File: src/rtl/b_resp_arbiter.sv
// b_resp_arbiter: round-robin merge of N_SRC B-channel streams into one
// registered valid/ready output. Grants rotate only on accepted source beats,
// and the output register refills in the same cycle it drains so one beat per
// cycle is sustained.
module b_resp_arbiter #(
  parameter int N_SRC = 3,
  parameter int DW    = 10,
  localparam int SW   = (N_SRC > 1) ? $clog2(N_SRC) : 1
) (
  input  logic                  clk,
  input  logic                  rst,
  input  logic [N_SRC-1:0]      src_valid,
  input  logic [N_SRC*DW-1:0]   src_data,
  output logic [N_SRC-1:0]      src_ready,
  output logic                  out_valid,
  output logic [DW-1:0]         out_data,
  input  logic                  out_ready,
  output logic [SW-1:0]         out_src,
  output logic                  busy
);

  // Index space rounded up to a power of two so the winner index selects
  // the data array at its natural width; unused slots read as zero.
  localparam int NP = 1 << SW;

  logic [SW-1:0] r_ptr;
  logic          r_out_valid;
  logic [DW-1:0] r_out_data;
  logic [SW-1:0] r_out_src;

  logic [DW-1:0] w_data_arr [NP];
  logic [SW-1:0] w_winner;
  logic          w_found;
  logic          w_can_load;
  logic          w_load;
  logic [SW-1:0] w_ptr_next;

  genvar gi;
  generate
    for (gi = 0; gi < NP; gi++) begin : g_data
      if (gi < N_SRC) begin : g_real
        assign w_data_arr[gi] = src_data[gi*DW +: DW];
      end else begin : g_pad
        assign w_data_arr[gi] = '0;
      end
    end
  endgenerate

  // Winner search: scan from ptr upward with wrap; iterating from the
  // farthest offset down lets the nearest valid source overwrite the result.
  always_comb begin
    w_found  = 1'b0;
    w_winner = '0;
    for (int k = N_SRC - 1; k >= 0; k--) begin
      if (src_valid[SW'((int'(r_ptr) + k) % N_SRC)]) begin
        w_found  = 1'b1;
        w_winner = SW'((int'(r_ptr) + k) % N_SRC);
      end
    end
  end

  // The stage accepts a new beat when empty or when the held beat leaves now.
  // Reset suppresses every pop so nothing is taken from a source while the
  // output is being cleared.
  assign w_can_load = !r_out_valid || out_ready;
  assign w_load     = w_can_load && w_found && !rst;
  assign w_ptr_next = (w_winner == SW'(N_SRC - 1)) ? '0 : w_winner + SW'(1);

  generate
    for (gi = 0; gi < N_SRC; gi++) begin : g_ready
      assign src_ready[gi] = w_load && (w_winner == SW'(gi));
    end
  endgenerate

  assign out_valid = r_out_valid;
  assign out_data  = r_out_data;
  assign out_src   = r_out_src;
  assign busy      = r_out_valid | (|src_valid);

  // Output register and grant pointer: load on source handshake, empty on a
  // drain with no refill, otherwise hold (pointer moves only on a load).
  always_ff @(posedge clk or posedge rst) begin
    if (rst) begin
      r_ptr       <= '0;
      r_out_valid <= 1'b0;
      r_out_data  <= '0;
      r_out_src   <= '0;
    end else if (w_load) begin
      r_out_valid <= 1'b1;
      r_out_data  <= w_data_arr[w_winner];
      r_out_src   <= w_winner;
      r_ptr       <= w_ptr_next;
    end else if (r_out_valid && out_ready) begin
      r_out_valid <= 1'b0;
    end
  end

endmodule

File: config.mk
export PLATFORM = sky130hd
export DESIGN_NAME = b_resp_arbiter
export DESIGN_NICKNAME = d
export VERILOG_FILES = /design/src/rtl/b_resp_arbiter.sv
export SDC_FILE = /design/constraint.sdc
export NUM_CORES = 1
export LEC_CHECK = 0
export CORE_MARGIN = 2
export CORE_UTILIZATION = 35
export CTS_CLUSTER_SIZE = 16
export DETAILED_ROUTE_END_ITERATION = 10
export GPL_ROUTABILITY_DRIVEN = 0
export PLACE_DENSITY = 0.69
export SLEW_MARGIN = 20
export SYNTH_ARGS = -nofsm -noshare
export SYNTH_HDL_FRONTEND = slang
export SYNTH_SLANG_ARGS = --single-unit
File: constraint.sdc
create_clock -name clk -period 2.8 [get_ports clk]
set_input_delay 0.56 -clock clk [delete_from_list [all_inputs] [get_ports clk]]
set_output_delay 0.56 -clock clk [all_outputs]
set_load 0.005 [all_outputs]
# After elaboration in Yosys (flattened, before gate mapping)
# Cells that the tools add are included.
[word_totals]
ff_bits = 15
inputBits = 36
[classes]
addsub = 3
div_mod_pow = 3
magnitude_cmp = 4
eq_ne = 2
mux = 21
bitwise_logic = 2
reduce_logical = 12
[ops]
columns = ["operator", "count"]
rows = [
  ["$mod 32x3->32 const B", 2],
  ["$mod 3x3->32 const B", 1],
  ["$bmux 10 s2", 1],
  ["$mux 10", 2],
  ["$lt 2x4->1 const B", 3],
  ["$mux 1", 11],
  ["$mux 2", 4],
  ["$bmux 1 s2", 3],
  ["$logic_and 1x1->1", 6],
  ["$add 2x1->3 const B", 1],
  ["$add 2x2->3 const B", 1],
  ["$ge 3x3->1 const B", 1],
  ["$not 2->3", 1],
  ["$reduce_or 3->1", 1],
  ["$add 2x1->2 const B", 1],
  ["$eq 2x1->1 const B", 1],
  ["$eq 2x2->1 const B", 1],
  ["$logic_not 1->1", 2],
  ["$logic_not 2->1", 1],
  ["$reduce_bool 2->1", 1],
  ["$logic_or 1x1->1", 1],
  ["$or 1x1->1", 1],
]

# Depth between registers and ports, before layout
# Gate-level depths: netlist of run 1.
[logic_depth]
ltp_word = 12
depth_mapped = 9
mapped_depth_nobuf = 7

# Worst setup path after synthesis of run 1
# No wires, ideal clock.
[synth_path]
kind = "reg2out"
startpoint = "register r_ptr[0]"
endpoint = "output port src_ready[1]"
arrival_time_ps = 1793
required_time_ps = 2240
slack_ps = 447
stages_incl_launch_ff = 9
cell_sequence = "dfrtp_1 > inv_1 > ha_1 > buf_2 > a21oi_4 > nor3b_2 > buf_2 > o221ai_1 > a211oi_2"
[synth_via]
elab_chain_cells = 11
elab_cells_between_ends = 24
[synth_rtl]
columns = ["item", "line", "rtl"]
rows = [
  ["start, declared", "26", "logic [SW-1:0] r_ptr;"],
  ["start signal, assigned", "92", "r_ptr <= w_ptr_next;"],
  ["$add 2x2->3", "55, 57", ""],
  ["$mod 32x3->32", "55, 57", ""],
  ["$bmux 1 s2", "55", "if (src_valid[SW'((int'(r_ptr) + k) % N_SRC)]) begin"],
  ["$mux 1 (not written as such) (2 in series)", "55", ""],
  ["$mux 1 (3 in series)", "55", ""],
  ["$logic_and 1x1->1 (2 in series)", "66", "assign w_load = w_can_load && w_found && !rst;"],
  ["$logic_and 1x1->1 *", "71", "assign src_ready[gi] = w_load && (w_winner == SW'(gi));"],
  ["end, declared", "14", "output logic [N_SRC-1:0] src_ready,"],
]
# Every way passes the cells marked *; elsewhere a longest branch is shown, timed or not. The select of a mux whose other input is x is not followed.

# Final worst setup path of run 1
[layout_path]
startpoint = "register r_ptr[1]"
endpoint = "output port src_ready[0]"
# Same word-level chain as after synthesis.

==> results_dict.tcl, run 1 <==
set metrics [dict create \
    hold_viol_final 0 \
    antenna_cells 0 \
    cts_hold_buf 0 \
    slew-limit-headroom 0.635 \
    cts_buffers 3 \
    p_clk_frac 0.085 \
    syn_nets 186 \
    crit_type "flip-flop to output pin" \
    grt_pass1_wl_um 6950 \
    ant_nets 0 \
    die_area_um2 4430 \
    r2r_setup_slack_ns 0.51 \
    combPwrFrac 0.727 \
    synth_top_area_share 0.274 \
    p_per_area_nw_per_um2 928 \
    arrival_ns 2.13 \
    netlist_area_um2 1370 \
    crit_fanout 7 \
    tightestPinTransition_ns 0.546 \
    fin_ws_ns 0.109 \
    vias_per_cell 5.79 \
    final_common_cell "clkdlybuf4s50_1" \
    drt_iter0_drc 69 \
    intPower_mw 1.19 \
    clock_latency_ns 0.24 \
    switchingPower_uw 803 \
    whs_ns 0.480 \
    cap_violations 0 \
    setup_viol 0 \
    grt_overflow_total 0 \
    yosysTopAreaCell "dfrtp_1" \
    cts_max_path_buffers 2 \
    fin_crit_ns 2.69 \
    status "completed" \
    tritoncts "yes" \
    routed_wl_um 4290 \
    worstSetupStartpointType "flip-flop" \
    p_leak_nw 0.851 \
    cts_root_buf "clkbuf_8" \
    fin_util 0.578 \
    clkTransAtPathRegs_ns 0.05 \
    ys_seq_area_frac 0.274 \
    grt_use_total 0.202 \
    drive_gt1_frac 0.265 \
    synth-seq-cells 15 \
    critPathRequiredTime_ns 2.24 \
    post_synth_main_area_contributors "dfrtp_1 (27%), mux2_2 (9.0%), a221o_1 (7.3%)" \
    maxSlewViolCount 0 \
    ys_warn_count 0 \
    grt_max_degree 21 \
    die_w_um 66.5 \
    vias 1500 \
    h-tree-depth 1 \
    dpl.cell_count 253 \
    clock_sinks 15 \
    drc 0 \
    skew_ns 0.000620 \
    slowest_delay_ns 0.43 \
    initial_core_util 0.368 \
    fin_cells 259 \
    ir_worst_vdd_mv 0.346 \
    syn_to_final_growth_pct 56.9 \
    cp-end-kind "output pin" \
    grt_pass1_vias 1470 \
    antenna_found_initial 0 \
    synth-async-reset-ratio 1.00 \
    avgSynthCellArea_um2 9.38 \
    dp_hpwl_um 3390 \
    first_pass_iters 4 \
    ioPinCount 53 \
    ys_types 42 \
    pwr-share-seq 0.188 \
    synth_cells 146 \
    crit_chain "inv_1 > ha_4 > mux2i_4 > nor2_2 > buf_4 > a31oi_2 > nor3_1 > dlygate4sd2_1" \
    final_area_um2 2150 \
    nets 252 \
    place_ws_ns -0.320 \
    worst_path_max_delay_cell "dfrtp_2" \
    fmax_mhz 372 \
    final_cell_mix "clkdlybuf4s50_1 (46), buf_4 (22), nand2_1 (17), dfrtp_1 (14), mux2_2 (11)" \
    synth_flop_cell "dfrtp_1" \
    post_drt_wl_per_cell_um 16.6 \
    synth_edf_count 0 \
    p_sw_frac 0.403 \
    detailed_place.area_um2 2020 \
    fp.coreArea_um2 3720 \
    fin_crit_sh 0.961 \
    rsz0062_at_grt "no" \
    numPortBuffers 52 \
    hp-class "flip-flop to flip-flop" \
    die_h_um 66.5 \
    rows 22 \
]
## metal layers
metal	vias up	GRT usage	part of all wire
met5	-	0	0
met4	0	0.0561	0.012
met3	5	0.0203	0.060
met2	57	0.328	0.47
met1	728	0.284	0.46
li1	710	-	-
## power groups by stage
stage	sequential [mW]	clock [mW]	combinational (mW)
6_report	0.375	0.170	1.45
3_5_place_dp	0.374	0	1.33
4_1_cts	0.376	0.175	1.42
3_3_place_gp	0.367	0	1.29
5_1_grt	0.386	0.189	1.55
2_1_floorplan	0.370	0	0.796
## state kept, by name, summed over array words and instances, names as in the netlist
register,count
out_data,10
out_src,2
r_ptr,2
out_valid,1
## layout make-up
| cell class | instances | area [um^2] |
|---|---|---|
| Clock buffer | 4 | 45.0 |
| Fill cell | 340 | 1570 |
| Inverter | 4 | 15.0 |
| Multi-Input combinational cell | 113 | 961 |
| Sequential cell | 15 | 377 |
| Tap cell | 48 | 60.1 |
| Timing Repair Buffer | 75 | 689 |
## Yosys cell counts, types with 2 or more instances
| cell | instances |
|---|---|
| nand2_1 | 17 |
| dfrtp_1 | 15 |
| mux2_2 | 11 |
| a221o_1 | 10 |
| a311oi_1 | 10 |
| nand4_1 | 10 |
| o211ai_1 | 10 |
| buf_2 | 9 |
| nor2b_1 | 5 |
| ha_1 | 4 |
| inv_1 | 4 |
| a21o_1 | 2 |
| and2_1 | 2 |
| buf_4 | 2 |
| buf_6 | 2 |
| nand2b_1 | 2 |
| nor2_1 | 2 |
| o211ai_2 | 2 |
| o21a_1 | 2 |
| o21ai_0 | 2 |
| o21ai_1 | 2 |
## critical path, delay by kind of cell (launching register included)
family,cells,cell delay [ns]
and+or+nand+nor,2,0.14
buffers and inverters,3,0.53
muxes,1,0.35
AOI/OAI and AO/OA,1,0.16
DFF,1,0.43
adders and majority gates,1,0.26
## cell families (layout without fill, tap and decap cells)
family,count (synthesis),count (layout),synth area share
AND/OR/NAND/NOR,46,46,0.184
flip-flops,15,15,0.274
adder cells (fa/ha/maj),4,4,0.0366
AO/OA/AOI/OAI,51,51,0.331
buffers and inverters,18,83,0.0740
multiplexers,12,12,0.101
## final timing paths
kind                                      endpoint  cells after the start              startpoint
hold / removal              out_src[1]$_DFFE_PP0P_                      1  out_src[1]$_DFFE_PP0P_
hold reg to reg             out_src[1]$_DFFE_PP0P_                      1  out_src[1]$_DFFE_PP0P_
setup reg to reg           out_data[7]$_DFFE_PP0P_                      8    r_ptr[1]$_DFFE_PP0P_
max in group asynchronous     r_ptr[1]$_DFFE_PP0P_                      2                     rst
setup / recovery                      src_ready[0]                      8    r_ptr[1]$_DFFE_PP0P_
min in group asynchronous    out_valid$_DFFE_PP0P_                      2                     rst
## repair_timing
action                                  CTS  global route
resized for setup                        21             2
buffers inserted                          2             0
pin swaps                                 5             1
cloned                                    0             0
endpoints found under the setup margin    3             2
## per-stage QoR
step	power [mW]	TNS (ns)
2_1_floorplan	1.17	0
3_5_place_dp	1.70	-0.703
5_1_grt	2.13	0
6_report	1.99	0
3_3_place_gp	1.66	-0.540
4_1_cts	1.97	0
(Power assumes the default switching activity.)
==> inputs of run 2 (changes only) <==
ABC_CLOCK_PERIOD_IN_PS = 2800   (was default)
PLACE_DENSITY = default   (was 0.69)
PLACE_DENSITY_LB_ADDON = 0.12   (was default)
==> run 2 against run 1 <==
Against the previous run:
- largest power group unchanged
- die area did not move
- non-clock buffer count increased by 7
- fmax grew 0.22%
- critical path depth is the same
- register-to-register slack worse by 0.10 ns
- first-iteration DRC count grew 33%
- cell count rose by 2.7%
- critical endpoint unchanged
- worst hold slack worse by 0.0065 ns
- clock skew rose by 0.0022 ns
- routed wire length is 1.9% higher
==> results_dict.tcl, run 2 (same netlist as run 1, synthesis figures left out) <==
set metrics [dict create \
    status "completed" \
    maxSlewViolCount 0 \
    clock_sinks 15 \
    grt_pass1_vias 1555 \
    r2r_start "r_ptr[0]$_DFFE_PP0P_" \
    detailed_place.area_um2 2040 \
    fin_crit_sh 0.959 \
    grt_use_total 0.205 \
    rows 22 \
    clkTransAtPathRegs_ns 0.06 \
    drc 0 \
    antenna_cells 0 \
    vias_per_cell 5.74 \
    final_area_um2 2190 \
    hold_path_depth 1 \
    drive_gt1_frac 0.307 \
    cts_hold_buf 0 \
    syn_to_final_growth_pct 60.0 \
    h-tree-depth 1 \
    grt_max_degree 21 \
    clock_latency_ns 0.24 \
    p_leak_nw 0.878 \
    cp-end-kind "output pin" \
    tightestPinTransition_ns 0.556 \
    slew-limit-headroom 0.629 \
    fmax_mhz 372 \
    fin_crit_ns 2.68 \
    ant_nets 0 \
    die_h_um 66.5 \
    critPathRequiredTime_ns 2.24 \
    power_mw 2.00 \
    initial_core_util 0.368 \
    drt_iter0_drc 92 \
    crit_fanout 7 \
    worstSetupStartpointType "flip-flop" \
    grt_pass1_wl_um 7060 \
    hp-class "flip-flop to flip-flop" \
    fin_cells 266 \
    fill_cells 343 \
    min_to "out_src[1]$_DFFE_PP0P_" \
    cts_max_path_buffers 2 \
    rsz0062_at_grt "no" \
    routed_wl_um 4370 \
    dpl.cell_count 255 \
    hold_viol_final 0 \
    antenna_found_initial 0 \
    final_cell_mix "clkdlybuf4s50_1 (46), buf_4 (30), nand2_1 (16), dfrtp_1 (13), mux2_2 (11)" \
    grt_overflow_total 0 \
    ioPinCount 53 \
    dp_hpwl_um 3300 \
    post_drt_wl_per_cell_um 16.4 \
    numPortBuffers 52 \
    arrival_ns 2.12 \
    worstReg2RegEnd "out_data[8]$_DFFE_PP0P_" \
    register_area_um2 378 \
    multi_input_area_um2 956 \
    p_per_area_nw_per_um2 916 \
    setup_viol 0 \
    largest_reg_flops 10 \
    nets 259 \
    cts_root_buf "clkbuf_8" \
    skew_ns 0.00281 \
    first_pass_iters 4 \
    die_w_um 66.5 \
    hold_start "out_src[1]$_DFFE_PP0P_" \
    fp.coreArea_um2 3720 \
    r2r_setup_slack_ns 0.41 \
    die_area_um2 4430 \
    vias 1527 \
    final_common_cell "clkdlybuf4s50_1" \
    tritoncts "yes" \
    cts_buffers 3 \
    cap_violations 0 \
    rr_worst_depth 10 \
    ir_worst_vdd_mv 0.367 \
    crit_type "flip-flop to output pin" \
    fin_util 0.589 \
]
-- run 2: worst max-delay path: stages, from the launching register on --
cell and delay, ns:
dfrtp_2 0.43, buf_4 0.16, ha_4 0.31, a21oi_4 0.05
nor2b_1 0.14, a32oi_1 0.24, o21ai_1 0.13, nor3_2 0.17
dlygate4sd2_1 0.25
-- run 2: routing by layer --
layer / up-vias / part of all wire / wire (um) / global-route usage
met1: 732 / 0.45 / 1970 / 0.257
met5: - / 0 / 0 / 0
li1: 729 / - / - / -
met2: 58 / 0.48 / 2090 / 0.363
met4: 0 / 0.018 / 78 / 0.0791
met3: 8 / 0.053 / 230 / 0.0169
-- run 2: area by class of cell --
type,count,share of cell area
repair buffers,82,0.335
well taps,48,0.0274
clock inverters,1,0.00229
inverters,4,0.00686
clock buffers,3,0.0189
flip-flops and latches,15,0.173
multi-input cells,113,0.437
-- run 2: through the flow --
stage          hold WS (ns)  setup TNS [ns]  setup WS (ns)
2_1_floorplan         0.461               0          0.447
3_3_place_gp          0.459          -0.510         -0.243
3_5_place_dp          0.465          -0.577         -0.265
4_1_cts               0.479               0         0.0894
5_1_grt               0.488               0         0.0243
6_report              0.474               0          0.115
-- run 2: worst max-delay path by stage --
stage                              start      endpoint
finish              r_ptr[1]$_DFFE_PP0P_  src_ready[0]
global route        r_ptr[1]$_DFFE_PP0P_  src_ready[0]
CTS                 r_ptr[0]$_DFFE_PP0P_  src_ready[1]
detailed placement          src_valid[0]  src_ready[0]
global placement            src_valid[0]  src_ready[0]
floorplan           r_ptr[0]$_DFFE_PP0P_  src_ready[1]
-- run 2: where the power goes --
group | total, mW | internal [mW] | switching [mW] | leakage, nW
Combinational | 1.46 | 0.779 | 0.682 | 0.666
Clock | 0.170 | 0.0984 | 0.0716 | 0.0255
Sequential | 0.374 | 0.314 | 0.0605 | 0.187
Total | 2.00 | 1.19 | 0.814 | 0.878
-- run 2: what timing repair did --
action                                  in CTS  in global routing
pin swaps                                    4                  1
gates resized for setup                     22                  2
endpoints found under the setup margin       3                  2
buffers inserted                             4                  3
